[config.mk]
export PLATFORM = sky130hd
export DESIGN_NAME = id_stage_flat
export DESIGN_NICKNAME = d
export VERILOG_FILES = /design/src/rtl/id_stage_pkg.sv /design/src/rtl/id_stage_if.sv /design/src/rtl/id_stage_register_file.sv /design/src/rtl/id_stage.sv /design/src/flat_wrapper.sv
export SDC_FILE = /design/constraint.sdc
export NUM_CORES = 1
export LEC_CHECK = 0
export ABC_AREA = 1
export BUFFER_PORTS_ARGS = -buffer_cell sky130_fd_sc_hd__buf_2
export CELL_PAD_IN_SITES_DETAIL_PLACEMENT = 1
export CELL_PAD_IN_SITES_GLOBAL_PLACEMENT = 1
export CORE_AREA = 5 5 299 301
export DETAILED_ROUTE_END_ITERATION = 10
export DIE_AREA = 0 0 304 306
export GPL_TIMING_DRIVEN = 0
export HOLD_SLACK_MARGIN = 0.02
export PLACE_DENSITY = 0.73
export SLEW_MARGIN = 25
export SYNTH_ARGS = -nofsm -noshare
export SYNTH_HDL_FRONTEND = slang
export SYNTH_HIERARCHICAL = 1
export SYNTH_SLANG_ARGS = --single-unit
[constraint.sdc]
create_clock -name clk -period 2.12 [get_ports clk]
set_input_delay 0.106 -clock clk [delete_from_list [all_inputs] [get_ports clk]]
set_output_delay 0.106 -clock clk [all_outputs]
set_load 0.005 [all_outputs]
[src/rtl/id_stage_pkg.sv]
// id_stage_pkg: shared widths, condition codes, instruction fields and ALU command encodings
package id_stage_pkg;
  localparam int NREG = 15;
  localparam int XLEN = 32;
  localparam int RW = 4;
  localparam logic [3:0] C_EQ = 4'h0, C_NE = 4'h1, C_CS = 4'h2, C_CC = 4'h3;
  localparam logic [3:0] C_MI = 4'h4, C_PL = 4'h5, C_VS = 4'h6, C_VC = 4'h7;
  localparam logic [3:0] C_HI = 4'h8, C_LS = 4'h9, C_GE = 4'hA, C_LT = 4'hB;
  localparam logic [3:0] C_GT = 4'hC, C_LE = 4'hD, C_AL = 4'hE;
  localparam logic [1:0] M_DP = 2'b00, M_MEM = 2'b01, M_BR = 2'b10;
  localparam logic [3:0] OP_AND = 4'b0000, OP_EOR = 4'b0001, OP_SUB = 4'b0010;
  localparam logic [3:0] OP_ADD = 4'b0100, OP_ADC = 4'b0101, OP_SBC = 4'b0110;
  localparam logic [3:0] OP_TST = 4'b1000, OP_CMP = 4'b1010, OP_ORR = 4'b1100;
  localparam logic [3:0] OP_MOV = 4'b1101, OP_MVN = 4'b1111;
  localparam logic [3:0] EX_MOV = 4'b0001, EX_ADD = 4'b0010, EX_ADC = 4'b0011;
  localparam logic [3:0] EX_SUB = 4'b0100, EX_SBC = 4'b0101, EX_AND = 4'b0110;
  localparam logic [3:0] EX_ORR = 4'b0111, EX_EOR = 4'b1000, EX_MVN = 4'b1001;
  typedef struct packed {
    logic [3:0] exe_cmd;
    logic       mem_r_en;
    logic       mem_w_en;
    logic       wb_en;
    logic       b;
    logic       s;
  } ctrl_t;
endpackage

[src/rtl/id_stage_if.sv]
// id_stage_if: fetch/writeback inputs and decoded outputs of the decode stage
interface id_stage_if;
  import id_stage_pkg::*;
  logic            freeze;
  logic            flush;
  logic [XLEN-1:0] pc_in;
  logic [XLEN-1:0] instruction_in;
  logic [3:0]      sr_flags;
  logic            wb_en;
  logic [RW-1:0]   wb_dest;
  logic [XLEN-1:0] wb_value;
  logic [XLEN-1:0] pc_out;
  logic [XLEN-1:0] val_rn;
  logic [XLEN-1:0] val_rm;
  logic [RW-1:0]   dest;
  logic [11:0]     shift_operand;
  logic            imm;
  logic [23:0]     signed_imm_24;
  logic [3:0]      exe_cmd;
  logic            mem_r_en;
  logic            mem_w_en;
  logic            wb_en_out;
  logic            b;
  logic            s;
  logic [RW-1:0]   src1;
  logic [RW-1:0]   src2;
  logic            two_src;
  modport master (
    output freeze, flush, pc_in, instruction_in, sr_flags, wb_en, wb_dest, wb_value,
    input  pc_out, val_rn, val_rm, dest, shift_operand, imm, signed_imm_24, exe_cmd,
           mem_r_en, mem_w_en, wb_en_out, b, s, src1, src2, two_src
  );
  modport slave (
    input  freeze, flush, pc_in, instruction_in, sr_flags, wb_en, wb_dest, wb_value,
    output pc_out, val_rn, val_rm, dest, shift_operand, imm, signed_imm_24, exe_cmd,
           mem_r_en, mem_w_en, wb_en_out, b, s, src1, src2, two_src
  );
endinterface

[src/rtl/id_stage_register_file.sv]
// id_stage_register_file: 15x32 register file with write-bypassed reads; index 15 reads the PC
module id_stage_register_file
  import id_stage_pkg::*;
(
  input  logic            clk,
  input  logic            rst,
  input  logic            wb_en,
  input  logic [RW-1:0]   wb_dest,
  input  logic [XLEN-1:0] wb_value,
  input  logic [XLEN-1:0] pc,
  input  logic [RW-1:0]   ra1,
  input  logic [RW-1:0]   ra2,
  output logic [XLEN-1:0] rd1,
  output logic [XLEN-1:0] rd2
);
  logic [XLEN-1:0] regs [NREG];
  always_ff @(posedge clk)
    if (rst) for (int i = 0; i < NREG; i++) regs[i] <= XLEN'(i);
    else if (wb_en && wb_dest != 4'hF) regs[wb_dest] <= wb_value;
  always_comb begin
    rd1 = ra1 == 4'hF ? pc : (wb_en && wb_dest == ra1) ? wb_value : regs[ra1];
    rd2 = ra2 == 4'hF ? pc : (wb_en && wb_dest == ra2) ? wb_value : regs[ra2];
  end
endmodule

[src/rtl/id_stage.sv]
// id_stage: IF/ID latch, register file read, condition check and control decode
module id_stage
  import id_stage_pkg::*;
(
  input logic       clk,
  input logic       rst,
  id_stage_if.slave bus
);
  logic [XLEN-1:0] instr, pc;
  logic            valid, cond_ok, str, en, n, z, c, v;
  logic [3:0]      cond, opcode;
  logic [1:0]      mode;
  logic            i_bit, s_bit;
  logic [RW-1:0]   rn, rd, rm, ra2;
  ctrl_t           ctl, gated;
  always_ff @(posedge clk)
    if (rst || bus.flush) begin
      instr <= '0;
      pc    <= '0;
      valid <= 1'b0;
    end else if (!bus.freeze) begin
      instr <= bus.instruction_in;
      pc    <= bus.pc_in;
      valid <= 1'b1;
    end
  assign cond   = instr[31:28];
  assign mode   = instr[27:26];
  assign i_bit  = instr[25];
  assign opcode = instr[24:21];
  assign s_bit  = instr[20];
  assign rn     = instr[19:16];
  assign rd     = instr[15:12];
  assign rm     = instr[3:0];
  assign {n, z, c, v} = bus.sr_flags;
  assign str = mode == M_MEM && !s_bit;
  assign ra2 = str ? rd : rm;
  id_stage_register_file u_rf (
    .clk(clk), .rst(rst), .wb_en(bus.wb_en), .wb_dest(bus.wb_dest), .wb_value(bus.wb_value),
    .pc(pc), .ra1(rn), .ra2(ra2), .rd1(bus.val_rn), .rd2(bus.val_rm)
  );
  always_comb begin
    case (cond)
      C_EQ: cond_ok = z;
      C_NE: cond_ok = !z;
      C_CS: cond_ok = c;
      C_CC: cond_ok = !c;
      C_MI: cond_ok = n;
      C_PL: cond_ok = !n;
      C_VS: cond_ok = v;
      C_VC: cond_ok = !v;
      C_HI: cond_ok = c && !z;
      C_LS: cond_ok = !c || z;
      C_GE: cond_ok = n == v;
      C_LT: cond_ok = n != v;
      C_GT: cond_ok = !z && (n == v);
      C_LE: cond_ok = z || (n != v);
      C_AL: cond_ok = 1'b1;
      default: cond_ok = 1'b0;
    endcase
  end
  always_comb begin
    ctl = '0;
    case (mode)
      M_DP: begin
        case (opcode)
          OP_MOV: ctl.exe_cmd = EX_MOV;
          OP_MVN: ctl.exe_cmd = EX_MVN;
          OP_ADD: ctl.exe_cmd = EX_ADD;
          OP_ADC: ctl.exe_cmd = EX_ADC;
          OP_SUB: ctl.exe_cmd = EX_SUB;
          OP_SBC: ctl.exe_cmd = EX_SBC;
          OP_AND: ctl.exe_cmd = EX_AND;
          OP_ORR: ctl.exe_cmd = EX_ORR;
          OP_EOR: ctl.exe_cmd = EX_EOR;
          OP_CMP: ctl.exe_cmd = EX_SUB;
          OP_TST: ctl.exe_cmd = EX_AND;
          default: ctl.exe_cmd = 4'b0000;
        endcase
        ctl.wb_en = ctl.exe_cmd != 4'b0000 && opcode != OP_CMP && opcode != OP_TST;
        ctl.s     = ctl.exe_cmd != 4'b0000 && s_bit;
      end
      M_MEM: begin
        ctl.exe_cmd  = EX_ADD;
        ctl.mem_r_en = s_bit;
        ctl.mem_w_en = !s_bit;
        ctl.wb_en    = s_bit;
      end
      M_BR: ctl.b = 1'b1;
      default: ctl = '0;
    endcase
  end
  assign en    = valid && cond_ok && !bus.freeze;
  assign gated = en ? ctl : '0;
  assign bus.exe_cmd       = gated.exe_cmd;
  assign bus.mem_r_en      = gated.mem_r_en;
  assign bus.mem_w_en      = gated.mem_w_en;
  assign bus.wb_en_out     = gated.wb_en;
  assign bus.b             = gated.b;
  assign bus.s             = gated.s;
  assign bus.pc_out        = pc;
  assign bus.dest          = rd;
  assign bus.shift_operand = instr[11:0];
  assign bus.imm           = i_bit;
  assign bus.signed_imm_24 = instr[23:0];
  assign bus.src1          = rn;
  assign bus.src2          = ra2;
  assign bus.two_src       = (!i_bit && mode == M_DP) || str;
endmodule
[src/flat_wrapper.sv]
// flat-port wrapper written by rule: the top's interface ports become plain ports
module id_stage_flat import id_stage_pkg::*;
  (clk, rst, bus_freeze, bus_flush, bus_pc_in, bus_instruction_in, bus_sr_flags, bus_wb_en, bus_wb_dest, bus_wb_value, bus_pc_out, bus_val_rn, bus_val_rm, bus_dest, bus_shift_operand, bus_imm, bus_signed_imm_24, bus_exe_cmd, bus_mem_r_en, bus_mem_w_en, bus_wb_en_out, bus_b, bus_s, bus_src1, bus_src2, bus_two_src);
  id_stage_if bus_i ();
  input logic clk;
  input logic rst;
  input wire logic [$bits(bus_i.freeze)-1:0] bus_freeze;
  input wire logic [$bits(bus_i.flush)-1:0] bus_flush;
  input wire logic [$bits(bus_i.pc_in)-1:0] bus_pc_in;
  input wire logic [$bits(bus_i.instruction_in)-1:0] bus_instruction_in;
  input wire logic [$bits(bus_i.sr_flags)-1:0] bus_sr_flags;
  input wire logic [$bits(bus_i.wb_en)-1:0] bus_wb_en;
  input wire logic [$bits(bus_i.wb_dest)-1:0] bus_wb_dest;
  input wire logic [$bits(bus_i.wb_value)-1:0] bus_wb_value;
  output wire logic [$bits(bus_i.pc_out)-1:0] bus_pc_out;
  output wire logic [$bits(bus_i.val_rn)-1:0] bus_val_rn;
  output wire logic [$bits(bus_i.val_rm)-1:0] bus_val_rm;
  output wire logic [$bits(bus_i.dest)-1:0] bus_dest;
  output wire logic [$bits(bus_i.shift_operand)-1:0] bus_shift_operand;
  output wire logic [$bits(bus_i.imm)-1:0] bus_imm;
  output wire logic [$bits(bus_i.signed_imm_24)-1:0] bus_signed_imm_24;
  output wire logic [$bits(bus_i.exe_cmd)-1:0] bus_exe_cmd;
  output wire logic [$bits(bus_i.mem_r_en)-1:0] bus_mem_r_en;
  output wire logic [$bits(bus_i.mem_w_en)-1:0] bus_mem_w_en;
  output wire logic [$bits(bus_i.wb_en_out)-1:0] bus_wb_en_out;
  output wire logic [$bits(bus_i.b)-1:0] bus_b;
  output wire logic [$bits(bus_i.s)-1:0] bus_s;
  output wire logic [$bits(bus_i.src1)-1:0] bus_src1;
  output wire logic [$bits(bus_i.src2)-1:0] bus_src2;
  output wire logic [$bits(bus_i.two_src)-1:0] bus_two_src;
  assign bus_i.freeze = bus_freeze;
  assign bus_i.flush = bus_flush;
  assign bus_i.pc_in = bus_pc_in;
  assign bus_i.instruction_in = bus_instruction_in;
  assign bus_i.sr_flags = bus_sr_flags;
  assign bus_i.wb_en = bus_wb_en;
  assign bus_i.wb_dest = bus_wb_dest;
  assign bus_i.wb_value = bus_wb_value;
  assign bus_pc_out = bus_i.pc_out;
  assign bus_val_rn = bus_i.val_rn;
  assign bus_val_rm = bus_i.val_rm;
  assign bus_dest = bus_i.dest;
  assign bus_shift_operand = bus_i.shift_operand;
  assign bus_imm = bus_i.imm;
  assign bus_signed_imm_24 = bus_i.signed_imm_24;
  assign bus_exe_cmd = bus_i.exe_cmd;
  assign bus_mem_r_en = bus_i.mem_r_en;
  assign bus_mem_w_en = bus_i.mem_w_en;
  assign bus_wb_en_out = bus_i.wb_en_out;
  assign bus_b = bus_i.b;
  assign bus_s = bus_i.s;
  assign bus_src1 = bus_i.src1;
  assign bus_src2 = bus_i.src2;
  assign bus_two_src = bus_i.two_src;
  id_stage u_core (.clk(clk), .rst(rst), .bus(bus_i));
endmodule
# ---- Yosys cells after proc, flatten, opt, wreduce, memory -nomap -nowiden
# Memories as Yosys holds them, arrays and structs flattened. A register that Yosys moved wholly into a read port is not among the register bits.
# Cells that the tools add are included.
dict set report totals {
  mem_bits_rw 480
  latch_bits 0
  register_bits 65
  inputBits 109
  output_inout_bits 155
  memories 2
  mem_bits_ro 64
}
# memory depth width rd rd_ports_with_merged_regs wr line_no
set memory_table {}
lappend memory_table {u_core.u_rf.regs 15 32 2 1 15 id_stage_register_file.sv:16} ;# logic [XLEN-1:0] regs [NREG];
lappend memory_table {{(name not given)} 16 4 1 1 0 id_stage.sv:65} ;# case (opcode)
dict set report classes {
  magnitude_cmp 0
  div 0
  bitwise 0
  reduce_logical 27
  multipliers 0
  addsub 0
  eq_ne 25
  mux 25
  shift 0
}
# operator count
set ops {}
lappend ops {{32-bit 2-to-1 mux} 5}
lappend ops {{4-bit == test, second input constant} 9}
lappend ops {{32-bit OR reduction} 1}
lappend ops {{4-bit 2-to-1 mux} 7}
lappend ops {{4-bit by 3-bit == test with 1-bit output, second input constant} 4}
lappend ops {{1-bit case mux with 15 select lines} 1}
lappend ops {{1-bit logical AND} 12}
lappend ops {{4-bit inequality test, second input constant} 3}
lappend ops {{9-bit 2-to-1 mux} 1}
lappend ops {{4-bit by 2-bit == test with 1-bit output, second input constant} 2}
lappend ops {{4-bit == test} 2}
lappend ops {{1-bit 2-to-1 mux} 8}
lappend ops {{4-bit case mux with 2 select lines} 1}
lappend ops {{1-bit zero test} 7}
lappend ops {{4-bit by 1-bit == test with 1-bit output, second input constant} 1}
lappend ops {{4-bit zero test} 1}
lappend ops {{1-bit logical OR} 4}
lappend ops {{4-bit nonzero test} 1}
lappend ops {{2-bit by 1-bit == test with 1-bit output, second input constant} 1}
lappend ops {{2-bit == test, second input constant} 1}
lappend ops {{2-bit zero test} 1}
lappend ops {{2-bit 2-to-1 mux} 1}
lappend ops {{1-bit case mux with 2 select lines} 1}
lappend ops {{1-bit == test} 1}
lappend ops {{1-bit inequality test} 1}

# ---- Logic depth before layout (Yosys ltp)
dict set report logic_depth {
  word_depth 7
  mapped_depth 16
}

# ---- Hierarchy
# Netlist, hierarchy kept.
# mod cells_per_inst seq_area_each_um2 area_per_inst_um2 n_inst
set by_module_without_submodules {}
lappend by_module_without_submodules {id_stage_register_file 4284 15374.7 31079.8 1}
lappend by_module_without_submodules {id_stage 438 1381.3 3211.8 1}

# ---- Worst setup path before layout
# Ideal clock, no wire load.
dict set report synth_path {
  path_type {reg2out}
  startpoint {register u_core.instr[26]}
  endpoint {output bus_val_rm[1]}
  required_time_ns 2.014
  slack_ns -0.115
  stages_incl_launch_ff 12
  n_path_buf 1
  arrival_time_ns 2.129
  path_cell_list {dfxtp_1 nand3b_1 o21ai_0 clkinv_1 nor2_1 clkbuf_1 nand2_1 nand2_1 nor2_1 nand2_1 nand2_1 nand2_1}
}
dict set report synth_between {
  elab_chain_len 7
  word_cells_on_any_way 9
}
# item line_no
set synth_rtl {}
lappend synth_rtl {{start: declaration} id_stage.sv:9} ;# logic [XLEN-1:0] instr, pc;
lappend synth_rtl {{start signal: assignment} id_stage.sv:22} ;# instr <= bus.instruction_in;
lappend synth_rtl {{2-bit by 1-bit == test with 1-bit output *} id_stage.sv:35} ;# assign str = mode == M_MEM && !s_bit;
lappend synth_rtl {{1-bit logical AND *} id_stage.sv:35}
lappend synth_rtl {{4-bit 2-to-1 mux *} id_stage.sv:36} ;# assign ra2 = str ? rd : rm;
lappend synth_rtl {{named net bus_src2[3]} flat_wrapper.sv:29} ;# output wire logic [$bits(bus_i.src2)-1:0] bus_src2;
lappend synth_rtl {{branches (longest 3 deep; another with memory read 15 x 32 bit)} n/a}
lappend synth_rtl {{32-bit 2-to-1 mux *} id_stage_register_file.sv:22} ;# rd2 = ra2 == 4'hF ? pc : (wb_en && wb_dest == ra2) ? wb_value : regs[ra2];
lappend synth_rtl {{end: declaration} flat_wrapper.sv:17} ;# output wire logic [$bits(bus_i.val_rm)-1:0] bus_val_rm;
# Mark *: on every way through the listed nets, which the timed path passes.

# ---- Worst setup path in the final report
dict set report layout_path {
  startpoint {register u_core.instr[27]}
  endpoint {output bus_val_rm[17]}
}
dict set report layout_between {
  elab_chain_len 7
  word_cells_on_any_way 9
}
# item line_no
set layout_rtl {}
lappend layout_rtl {{2-bit by 1-bit == test with 1-bit output *} id_stage.sv:35}
lappend layout_rtl {{1-bit logical AND *} id_stage.sv:35}
lappend layout_rtl {{4-bit 2-to-1 mux *} id_stage.sv:36}
lappend layout_rtl {{branches (longest 3 deep; another with memory read 15 x 32 bit)} n/a}
lappend layout_rtl {{32-bit 2-to-1 mux *} id_stage_register_file.sv:22}
# Mark *: on every way between the ends.

==> results.txt <==
The final count of pins violating max slew is 0. Summed over all layers, the global routing overflow is 0. The placement-stage worst setup slack is -2130 ps. Yosys attributes the largest share of cell area to sky130_fd_sc_hd__edfxtp_1, sky130_fd_sc_hd__nand2_1, sky130_fd_sc_hd__nand3_1.

The number of global-route vias before repair came out at 38000. The checks that failed: negative setup slack. Pin placement for this block handled 264 I/O pins. The die covers 93000 um^2.

The wire length of the first global-routing pass is 248000 um. The count of unresolved DRC violations after routing came out at 0. The run finished, with violations left. The overall die width came out at 304 um. The post-route antenna net violation count is 0. Summing every instance area after synthesis gives 34300 um^2. In the post-route analysis, the smallest setup slack over all paths is -1270 ps. At the end of the flow, the number of nets in the layout was 5457. The maximum number of pins on one net before global-route repair came out at 33.

For this run, the detailed router's first-pass iteration total came to 6. Of all nets on the critical path, the largest fanout is 7. The total number of placement rows is 108. The standard cell core area came out at 86300 um^2. The clock tree from TritonCTS is built. The endpoint arrival time on the critical path came out at 3290 ps. The fraction of layout instances using a drive strength above 1 came out at 0.290.

Walking the worst path, the cells encountered are inv_2 > nand3b_1 > buf_6 > o21ai_4 > buf_12 > buf_16 > buf_16 > buf_12 > nand2_1 > nand3_1 > nand2_1 > nand2_2 > nand2_2 > nor2_2 > nand2_2 > nand2_4 > nand2_2 > buf_2. The number of synthesized register bits came out at 581. A synthesized cell averages 7.26 um^2. The async set or reset register ratio after synthesis came out at 0. The chip height came out at 306 um. The first-iteration detailed-routing DRC count is 4083. The number of warnings issued by yosys came out at 6. The number of vias per cell after detailed routing is 5.73. Input and output buffers added on the ports amount to 263. The worst setup path is captured at an output port. The final clock period utilization by the worst path is 1.60. The number of antenna violations at the first check in global routing came out at 10. The total via count after detailed routing came out at 37600. The clock transition time at the flip-flop clock pins of the worst setup and hold paths is 60 ps.

The cell type with the highest aggregate area in the netlist is sky130_fd_sc_hd__edfxtp_1. The layout overhead on the synthesized area came out at 38.9%. The gate count after technology mapping came out at 4722. At the pin with the least slew margin, the transition time is 967 ps. At the later pin of the worst-skew pair, clock insertion delay measures 630 ps. The number of enable-type register cells in the synthesized netlist is 512.

The total wire length after detailed routing came out at 179000 um. The min-delay analysis places its worst path in the category input pin to flop. After detailed placement, the design holds a cell count of 6174. Counting stages on the worst path, the most repeated cell is sky130_fd_sc_hd__nand2_2. The critical path is of the flop to output port type. The root buffer selected by CTS is sky130_fd_sc_hd__clkbuf_16.

Setup violations remaining at the end of the flow were counted as 73. The buffer levels on the longest clock path came out at 3. The initial utilization of the core area, before any placement, comes to 0.397. The number of sinks on the clock net came out at 581. Setup repair after global routing could not meet its margin everywhere. The worst clock skew is 4.38 ps.

The sequential-to-total area share from yosys stat came out at 0.489. The final weighted congestion in routability-driven placement came out at 0.950. The cell with the largest stage delay on the worst path is sky130_fd_sc_hd__dfxtp_2. In this design, the stage delay of the slowest critical-path cell is 340 ps. The power density over the cells came out at 668 nW/um^2. The data required time at the worst endpoint came out at 2010 ps. The post-DP HPWL is 118000 um. The worst supply voltage drop on vdd came out at 0.533 mV. The number of library cell types mapped by synthesis came out at 35. The shortest period the worst path allows came out at 3390 ps. The worst slew slack as a fraction of its limit came out at 0.355.

For this run, the leading register cell type out of synthesis is sky130_fd_sc_hd__edfxtp_1. The routed wirelength normalized by instance count came out at 27.3 um. For this run, the total global-route usage over all layers was measured as 0.354.

The standby leakage power came out at 21.9 nW. The CTS buffer count came out at 72. The type of origin of the critical path is a flop.

The top cell type's share of synthesized area is 0.448. The number of endpoints with negative hold slack in the final report is 0. The number of max-capacitance violations reported came out at 0. The post-layout instance count excluding filler cells came out at 6559. The depth of the CTS H-tree came out at 3.

The highest achievable clock rate came out at 0.295 GHz.
==> stage by stage <==
step	instance area, um^2	total power, mW	hold slack [ps]	utilization	setup TNS (ps)
2_1_floorplan	34400	15.7	205	-	0
3_3_place_gp	37200	17.5	303	0.431	-431190
3_5_place_dp	37300	17.6	304	0.432	-368060
4_1_cts	45500	31.1	25.3	0.527	-58320
5_1_grt	47600	32.7	98.3	0.552	-58640
6_report	47600	31.8	123	0.552	-55910
==> timing repair <==
item                       in CTS  in global routing
setup buffers                  81                 31
pin swaps                     220                331
setup endpoints to repair     220                268
hold endpoints to repair      105                  1
gates resized for setup       967                519
gates cloned                   29                  7
hold buffers                  117                  1
==> cell usage after synthesis (2+ instances only) <==
library cell	count
sky130_fd_sc_hd__nor2_4	2
sky130_fd_sc_hd__a21boi_1	2
sky130_fd_sc_hd__nor2_2	23
sky130_fd_sc_hd__nor3_2	3
sky130_fd_sc_hd__nor3_1	3
sky130_fd_sc_hd__ha_1	4
sky130_fd_sc_hd__dfxtp_1	69
sky130_fd_sc_hd__buf_6	26
sky130_fd_sc_hd__nand3b_1	2
sky130_fd_sc_hd__buf_4	45
sky130_fd_sc_hd__edfxtp_1	512
sky130_fd_sc_hd__inv_2	20
sky130_fd_sc_hd__nand3_1	656
sky130_fd_sc_hd__o211ai_1	66
sky130_fd_sc_hd__o21ai_1	4
sky130_fd_sc_hd__buf_2	116
sky130_fd_sc_hd__clkinv_1	36
sky130_fd_sc_hd__inv_1	513
sky130_fd_sc_hd__a21oi_1	129
sky130_fd_sc_hd__nor2_1	542
sky130_fd_sc_hd__clkbuf_1	140
sky130_fd_sc_hd__o21ai_0	14
sky130_fd_sc_hd__nand2_1	1739
sky130_fd_sc_hd__buf_1	38
sky130_fd_sc_hd__nand2_2	8
==> final cells by class <==
type                       instances  area [um^2]
antenna                            4         10.0
buffer                           357         3320
clock buffer                      94         1970
clock inverter                    36          360
fill                           10300        38700
inverter                         569         2190
multi-input combinational       3239        16600
sequential                       581        16800
tap                             1155         1450
timing repair buffer             524         4940
==> layer usage <==
| metal | track usage | vias up | share of wire |
|---|---|---|---|
| met5 | 0 | - | 0.00031 |
| met4 | 0.235 | 8 | 0.088 |
| met3 | 0.0565 | 688 | 0.089 |
| met2 | 0.578 | 2287 | 0.45 |
| met1 | 0.435 | 18500 | 0.37 |
| li1 | - | 16100 | - |
==> critical path, delay by kind of cell (launching register included) <==
kind            cells  cell delay, ps
flops               1             340
compound gates      1             160
simple gates       10            1090
buf+inv             7            1050
==> final timing paths <==
path                                            from                              endpoint  slack, ps  cells past startpoint
setup / recovery       u_core/instr[27]$_SDFFE_PN0N_                        bus_val_rm[17]      -1270                     18
hold / removal                        bus_wb_dest[2]  u_core/u_rf/regs[1][0]$_SDFFCE_PN1P_        120                      3
setup reg to reg       u_core/instr[21]$_SDFFE_PN0N_                                  flop        600                      7
hold reg to reg   u_core/bus.pc_out[28]$_SDFFE_PN0N_    u_core/bus.pc_out[28]$_SDFFE_PN0N_        510                      2
==> registers in the layout, indices dropped and copies added (netlist names), named ones only <==
signal / count
u_core/u_rf/regs: 512
u_core/bus.pc_out: 32
u_core/valid: 1
u_core/instr: 32
==> layout by cell type (no fill, tap or decap), types with 6 or more instances in the layout <==
cell / instances
sky130_fd_sc_hd__clkbuf_4: 33
sky130_fd_sc_hd__o21ai_0: 10
sky130_fd_sc_hd__nand3_1: 473
sky130_fd_sc_hd__dfxtp_1: 58
sky130_fd_sc_hd__nand2_2: 293
sky130_fd_sc_hd__buf_16: 25
sky130_fd_sc_hd__nand3_4: 8
sky130_fd_sc_hd__clkinv_1: 44
sky130_fd_sc_hd__buf_6: 95
sky130_fd_sc_hd__nor2_2: 39
sky130_fd_sc_hd__buf_12: 60
sky130_fd_sc_hd__inv_1: 505
sky130_fd_sc_hd__dlygate4sd3_1: 117
sky130_fd_sc_hd__nand3_2: 176
sky130_fd_sc_hd__nand2_4: 81
sky130_fd_sc_hd__buf_4: 127
sky130_fd_sc_hd__nor2_4: 35
sky130_fd_sc_hd__clkbuf_16: 90
sky130_fd_sc_hd__clkbuf_2: 28
sky130_fd_sc_hd__nor2_1: 493
sky130_fd_sc_hd__edfxtp_1: 512
sky130_fd_sc_hd__clkbuf_8: 19
sky130_fd_sc_hd__a21oi_2: 42
sky130_fd_sc_hd__bufinv_16: 7
sky130_fd_sc_hd__buf_8: 39
sky130_fd_sc_hd__a21oi_4: 10
sky130_fd_sc_hd__inv_2: 20
sky130_fd_sc_hd__o211ai_1: 66
sky130_fd_sc_hd__buf_2: 281
sky130_fd_sc_hd__conb_1: 32
sky130_fd_sc_hd__nand2_1: 1372
sky130_fd_sc_hd__a21oi_1: 78
sky130_fd_sc_hd__clkbuf_1: 56
sky130_fd_sc_hd__clkinv_2: 10
sky130_fd_sc_hd__dfxtp_4: 9
sky130_fd_sc_hd__inv_6: 6
==> where the power goes <==
part / leakage, nW / switching, mW / internal (mW) / total (mW)
Clock: 1.13 / 5.34 / 7.40 / 12.7
Sequential: 5.47 / 0.262 / 13.1 / 13.3
Combinational: 15.3 / 3.76 / 1.98 / 5.74
==> cell families after synthesis <==
group / count (synthesis) / synth area share
other: 1 / 0.000109
AOI/OAI and AO/OA: 220 / 0.0379
DFF: 581 / 0.489
buffers and inverters: 934 / 0.117
adders and majority gates: 4 / 0.00146
and+or+nand+nor: 2982 / 0.355
No activity file was read; power rests on OpenSTA's default activity.
